### src/rtl/ppt_fire_sequencer.sv
// ppt_fire_sequencer: pulsed plasma thruster fire sequencer.
// Fires `count` shots, each `period` ticks long with the trigger high for the
// first `width` ticks. A tick is one clk cycle in every 2^(clk_div+1).
// Optional build macro: PPT_ABORT_EN -- when defined, dropping run_ppt during
// FIRE or GAP aborts the sequence back to IDLE; otherwise the sequence always
// runs to DONE once started.
module ppt_fire_sequencer (
  input  logic        clk,
  input  logic        rstn,
  input  logic [4:0]  clk_div,
  input  logic [15:0] period,
  input  logic [15:0] width,
  input  logic [15:0] count,
  input  logic        run_ppt,
  output logic        fire,
  output logic [15:0] count_done,
  output logic        done,
  output logic        busy
);

  typedef enum logic [1:0] {
    IDLE = 2'd0,
    FIRE = 2'd1,
    GAP  = 2'd2,
    DONE = 2'd3
  } state_t;

  state_t      state_q, state_d;

  // Configuration captured at start; inputs are ignored outside IDLE.
  logic [4:0]  div_q, div_d;
  logic [15:0] period_q, period_d;   // already clamped to >= 1
  logic [15:0] width_q, width_d;     // already clamped to <= period_q
  logic [15:0] count_q, count_d;

  logic [31:0] pre_q, pre_d;         // free-running prescaler, cleared on start
  logic [15:0] tick_q, tick_d;       // ticks elapsed in the current shot

  logic        fire_d, done_d, busy_d;
  logic [15:0] count_done_d;

  // Clamped view of the live inputs, used only on the start edge.
  logic [15:0] period_in_eff;
  logic [15:0] width_in_eff;
  assign period_in_eff = (period == 16'd0) ? 16'd1 : period;
  assign width_in_eff  = (width > period_in_eff) ? period_in_eff : width;

  // A tick fires when the low (div+1) prescaler bits are all ones; a shift of
  // 32 (div = 31) yields an all-ones mask.
  logic [31:0] pre_mask;
  logic        tick;
  assign pre_mask = ~(32'hFFFF_FFFF << ({1'b0, div_q} + 6'd1));
  assign tick     = (pre_q & pre_mask) == pre_mask;

  logic [15:0] tick_inc;
  logic [15:0] count_done_inc;
  assign tick_inc       = tick_q + 16'd1;
  assign count_done_inc = count_done + 16'd1;

  // Next-state and next-output logic for the sequencer.
  always_comb begin
    // NOTE: every variable gets a default here so no path leaves one unassigned
    // (which would infer a latch).
    state_d      = state_q;
    div_d        = div_q;
    period_d     = period_q;
    width_d      = width_q;
    count_d      = count_q;
    pre_d        = pre_q;
    tick_d       = tick_q;
    fire_d       = fire;
    count_done_d = count_done;

    case (state_q)
      IDLE: begin
        if (run_ppt) begin
          div_d        = clk_div;
          period_d     = period_in_eff;
          width_d      = width_in_eff;
          count_d      = count;
          count_done_d = 16'd0;
          pre_d        = 32'd0;
          tick_d       = 16'd0;
          if (count == 16'd0) begin
            state_d = DONE;
            fire_d  = 1'b0;
          end else if (width_in_eff != 16'd0) begin
            state_d = FIRE;
            fire_d  = 1'b1;
          end else begin
            state_d = GAP;
            fire_d  = 1'b0;
          end
        end
      end

      FIRE, GAP: begin
        pre_d = pre_q + 32'd1;
        if (tick) begin
          if (tick_inc == period_q) begin
            // Shot ends; either finish or begin the next shot.
            tick_d       = 16'd0;
            count_done_d = count_done_inc;
            if (count_done_inc == count_q) begin
              state_d = DONE;
              fire_d  = 1'b0;
            end else if (width_q != 16'd0) begin
              state_d = FIRE;
              fire_d  = 1'b1;
            end else begin
              state_d = GAP;
              fire_d  = 1'b0;
            end
          end else begin
            tick_d = tick_inc;
            // Only reachable when width < period, since width == period is
            // caught by the shot-end branch above.
            if (state_q == FIRE && tick_inc == width_q) begin
              state_d = GAP;
              fire_d  = 1'b0;
            end
          end
        end
`ifdef PPT_ABORT_EN
        // Abort overrides any tick activity; count_done keeps its value.
        if (!run_ppt) begin
          state_d      = IDLE;
          fire_d       = 1'b0;
          count_done_d = count_done;
        end
`endif
      end

      DONE: begin
        if (!run_ppt) begin
          state_d = IDLE;
        end
      end

      default: begin
        state_d = IDLE;
        fire_d  = 1'b0;
      end
    endcase

    busy_d = (state_d == FIRE) || (state_d == GAP);
    done_d = (state_d == DONE);
  end

  // State, configuration and registered outputs.
  always_ff @(posedge clk or negedge rstn) begin
    // NOTE: reset is asynchronous so fire drops the instant rstn goes low,
    // without waiting for a clock edge.
    if (!rstn) begin
      state_q    <= IDLE;
      div_q      <= 5'd0;
      period_q   <= 16'd1;
      width_q    <= 16'd0;
      count_q    <= 16'd0;
      pre_q      <= 32'd0;
      tick_q     <= 16'd0;
      fire       <= 1'b0;
      count_done <= 16'd0;
      done       <= 1'b0;
      busy       <= 1'b0;
    end else begin
      // NOTE: non-blocking assignments so every register samples the values
      // from before this edge.
      state_q    <= state_d;
      div_q      <= div_d;
      period_q   <= period_d;
      width_q    <= width_d;
      count_q    <= count_d;
      pre_q      <= pre_d;
      tick_q     <= tick_d;
      fire       <= fire_d;
      count_done <= count_done_d;
      done       <= done_d;
      busy       <= busy_d;
    end
  end

endmodule

### config.mk
export PLATFORM = sky130hd
export DESIGN_NAME = ppt_fire_sequencer
export DESIGN_NICKNAME = d
export VERILOG_FILES = /design/src/rtl/ppt_fire_sequencer.sv
export SDC_FILE = /design/constraint.sdc
export NUM_CORES = 1
export LEC_CHECK = 0
export ABC_AREA = 1
export BUFFER_PORTS_ARGS = -buffer_cell sky130_fd_sc_hd__buf_2
export CAP_MARGIN = 20
export CORE_MARGIN = 2
export CORE_UTILIZATION = 55
export DETAILED_ROUTE_END_ITERATION = 10
export PLACE_DENSITY = 0.77
export SLEW_MARGIN = 20
export SYNTH_ARGS = -nofsm -noshare
export SYNTH_HDL_FRONTEND = slang
export SYNTH_SLANG_ARGS = --single-unit
### constraint.sdc
create_clock -name clk -period 2.65 [get_ports clk]
set_clock_uncertainty 0.2 [all_clocks]
set_input_delay 0.1325 -clock clk [delete_from_list [all_inputs] [get_ports clk]]
set_output_delay 0.1325 -clock clk [all_outputs]
set_load 0.02 [all_outputs]
==> results_dict.tcl <==
set metrics [dict create \
    status "finished, violations left" \
    violations "negative setup slack" \
    final_nets 1813 \
    drt-initial-drc-count 1151 \
    wl_um 30800 \
    via_per_inst 5.52 \
    required_ps 2770 \
    grt_pass1_wl_um 48400 \
    synth-seq-cells 122 \
    path_cells "ha_4 > inv_2 > ha_4 > nand2_2 > nand3b_1 > nand2_1 > nand2_1 > nand2_1 > nand2_1 > nor2_1 > nand2_1 > nor2_2 > nand2_2 > a21oi_4 > nand2_4 > clkbuf_16 > nand2_2 > o21ai_2" \
    arrival_ps 2940 \
    cts_tree "done" \
    vias 10800 \
    post-route-period-util_pct 106 \
    async_flop_share_pct 100 \
    setup_viol 36 \
    core_area_mm2 0.0164 \
    yosysWarnings 0 \
    critPathKind "reg -> reg" \
    finalHoldViolCount 0 \
    syn_to_final_growth_pct 41.5 \
    overflow 0 \
    wire_per_inst_um 15.7 \
    avgSynthCellArea_um2 6.55 \
    pin_count 75 \
    grt_pass1_vias 10200 \
    dp_hpwl_um 21000 \
    diodes 0 \
    die_width_um 133 \
    grt_max_degree 44 \
    multi_input_area_mm2 0.00572 \
    route.detailed.drc 0 \
    vdd_drop_max_uv 391 \
    floorplan.initialDensity_pct 55.6 \
    nFillCells 1105 \
    final_antenna_net_count 0 \
    power.density_mw_per_mm2 375 \
    syn-num-nets 1475 \
    clkLatencyLatePin_ps 430 \
    synth_area_mm2 0.00912 \
    rsz0062_at_grt "true" \
    gp_congestion 1.01 \
    start_kind "flop" \
    yosysSeqAreaShare_pct 33.5 \
    h-tree-depth 4 \
    register_area_mm2 0.00306 \
    synth-edff-count 0 \
    cts_root_buffer "clkbuf_16" \
    die_area_mm2 0.0176 \
    drtPass1Iterations 5 \
    antenna_found_initial 0 \
    worstMarginPinSlew_ps 672 \
    ys.flop_type "dfrtp_1" \
    drv_slew 0 \
    fin_ws_ps -170 \
    grt_usage_pct 33.9 \
    die_height_um 133 \
    hold_ws_ps 39.0 \
    hold_class "in -> reg" \
    cts_buffer_depth 2 \
    yosysUniqueCellTypes 44 \
    end_kind "flop" \
    cts_buffers 17 \
    fin_util_pct 78.6 \
    crit_fanout 8 \
    synthCells 1392 \
    critical_path.max_stage_delay_ps 410 \
    num_rows 47 \
    drive_gt1_share_pct 27.3 \
    min_period_ps 2820 \
    crit_path_frequent_cell "nand2_1" \
    cp_slowest_cell "dfrtp_1" \
    slew-limit-headroom_pct 54.8 \
    drv_cap 0 \
    clk_pin_slew_ps 60 \
    cts_sinks 122 \
    max_freq_mhz 355 \
    portBuffers 74 \
    leakagePower_uw 0.00647 \
]
-- final cells by class --
cell class | count | share of cell area [%]
multi-input cells | 1086 | 44.3
flip-flops and latches | 122 | 23.7
repair buffers | 348 | 20.4
inverters | 155 | 4.53
clock buffers | 21 | 3.65
well taps | 220 | 2.13
clock inverters | 11 | 1.30
-- cells by family (layout without fill, tap and decap cells) --
group	count (synthesis)	in the layout	share of synthesized area [%]
buf+inv	184	535	8.08
xor+xnor	9	9	0.865
compound gates	156	156	10.8
simple gates	894	894	43.1
flops	122	122	33.5
fa+ha+maj	27	27	3.71
-- synth_stat cells (5+ instances only) --
cell | number | area share (%)
a21oi_1 | 27 | 1.5
a31oi_1 | 8 | 0.55
buf_6 | 5 | 0.62
clkbuf_1 | 18 | 0.74
dfrtp_1 | 121 | 33
ha_1 | 27 | 3.7
inv_1 | 147 | 6.1
nand2_1 | 474 | 20
nand2_2 | 22 | 1.5
nand3_1 | 129 | 7.1
nand3b_1 | 25 | 2.1
nand4_1 | 40 | 2.7
nor2_1 | 144 | 5.9
nor2_2 | 7 | 0.48
nor3_1 | 18 | 0.99
nor4_1 | 19 | 1.3
o21ai_0 | 64 | 3.5
o21ai_1 | 11 | 0.60
o21ai_2 | 17 | 1.6
o31ai_1 | 9 | 0.74
o31ai_2 | 9 | 1.2
xor2_1 | 8 | 0.77
-- placed cells by master (no fill, tap or decap), types with 40 or more instances in the layout --
| master | Yosys | layout |
|---|---|---|
| nand2_1 | 474 | 457 |
| buf_4 | 1 | 221 |
| inv_1 | 147 | 143 |
| nor2_1 | 144 | 130 |
| dfrtp_1 | 121 | 119 |
| nand3_1 | 129 | 117 |
| buf_2 | 4 | 73 |
| o21ai_0 | 64 | 61 |
| dlygate4sd3_1 | 0 | 44 |
| nand4_1 | 40 | 40 |
-- report_power, final --
group          total (µW)  internal [µW]  switching (µW)
combinational         426            219             206
clock                2550           1650             900
sequential           1860           1860               0
-- sequential cells by signal, indices dropped and copies added (netlist names) --
signal and flops:
div_q 5, count_q 16, state_q 2, tick_q 16, pre_q 32, busy 1
count_done 16, width_q 16, period_q 16, done 1, fire 1
-- what timing repair did --
action | CTS | global route
buffers inserted | 15 | 9
hold endpoints to repair | 114 | 0
setup endpoints to repair | 45 | 53
resized for setup | 43 | 58
cloned | 0 | 2
hold buffers | 44 | 0
pin swaps | 34 | 39
-- critical path, delay by kind of cell (launching register included) --
kind                     cells  cell delay (ps)
AO/OA/AOI/OAI                2              270
adder cells (fa/ha/maj)      2              470
buffers and inverters        2              240
flip-flops                   1              410
AND/OR/NAND/NOR             12             1130
-- through the flow --
step           TNS [ps]  cells  total power, µW  worst slack (ps)  area (µm²)
2_1_floorplan         0   1392             2010              3.42        9130
3_3_place_gp      -2500   1862             2240              -290       11200
3_5_place_dp      -4040   1862             2250              -370       11200
4_1_cts           -1120   1953             4820             -88.3       12600
5_1_grt           -9440   1963             4960              -343       12900
6_report          -4460   1963             4840              -170       12900
-- path summary, 6_finish.rpt --
check,start,to,slack [ps],cells past startpoint
max,div_q[0],count_done[9],-170,18
min,width[9],width_q[9],40,5
max reg2reg,div_q[0],count_done[9],-170,18
min reg2reg,count_q[15],count_q[15],300,2
max in group asynchronous,rstn,div_q[2],1450,3
min in group asynchronous,rstn,count_done[2],50,2
-- metal layers --
| metal | GRT usage [%] | part of all wire, % | up-vias |
|---|---|---|---|
| li1 | - | - | 5242 |
| met1 | 45.2 | 42 | 4958 |
| met4 | 9.80 | 2.6 | 0 |
| met5 | 0 | 0 | - |
| met3 | 7.05 | 8.6 | 85 |
| met2 | 55.8 | 46 | 558 |
Note: power is estimated with default switching activity, not from simulation.
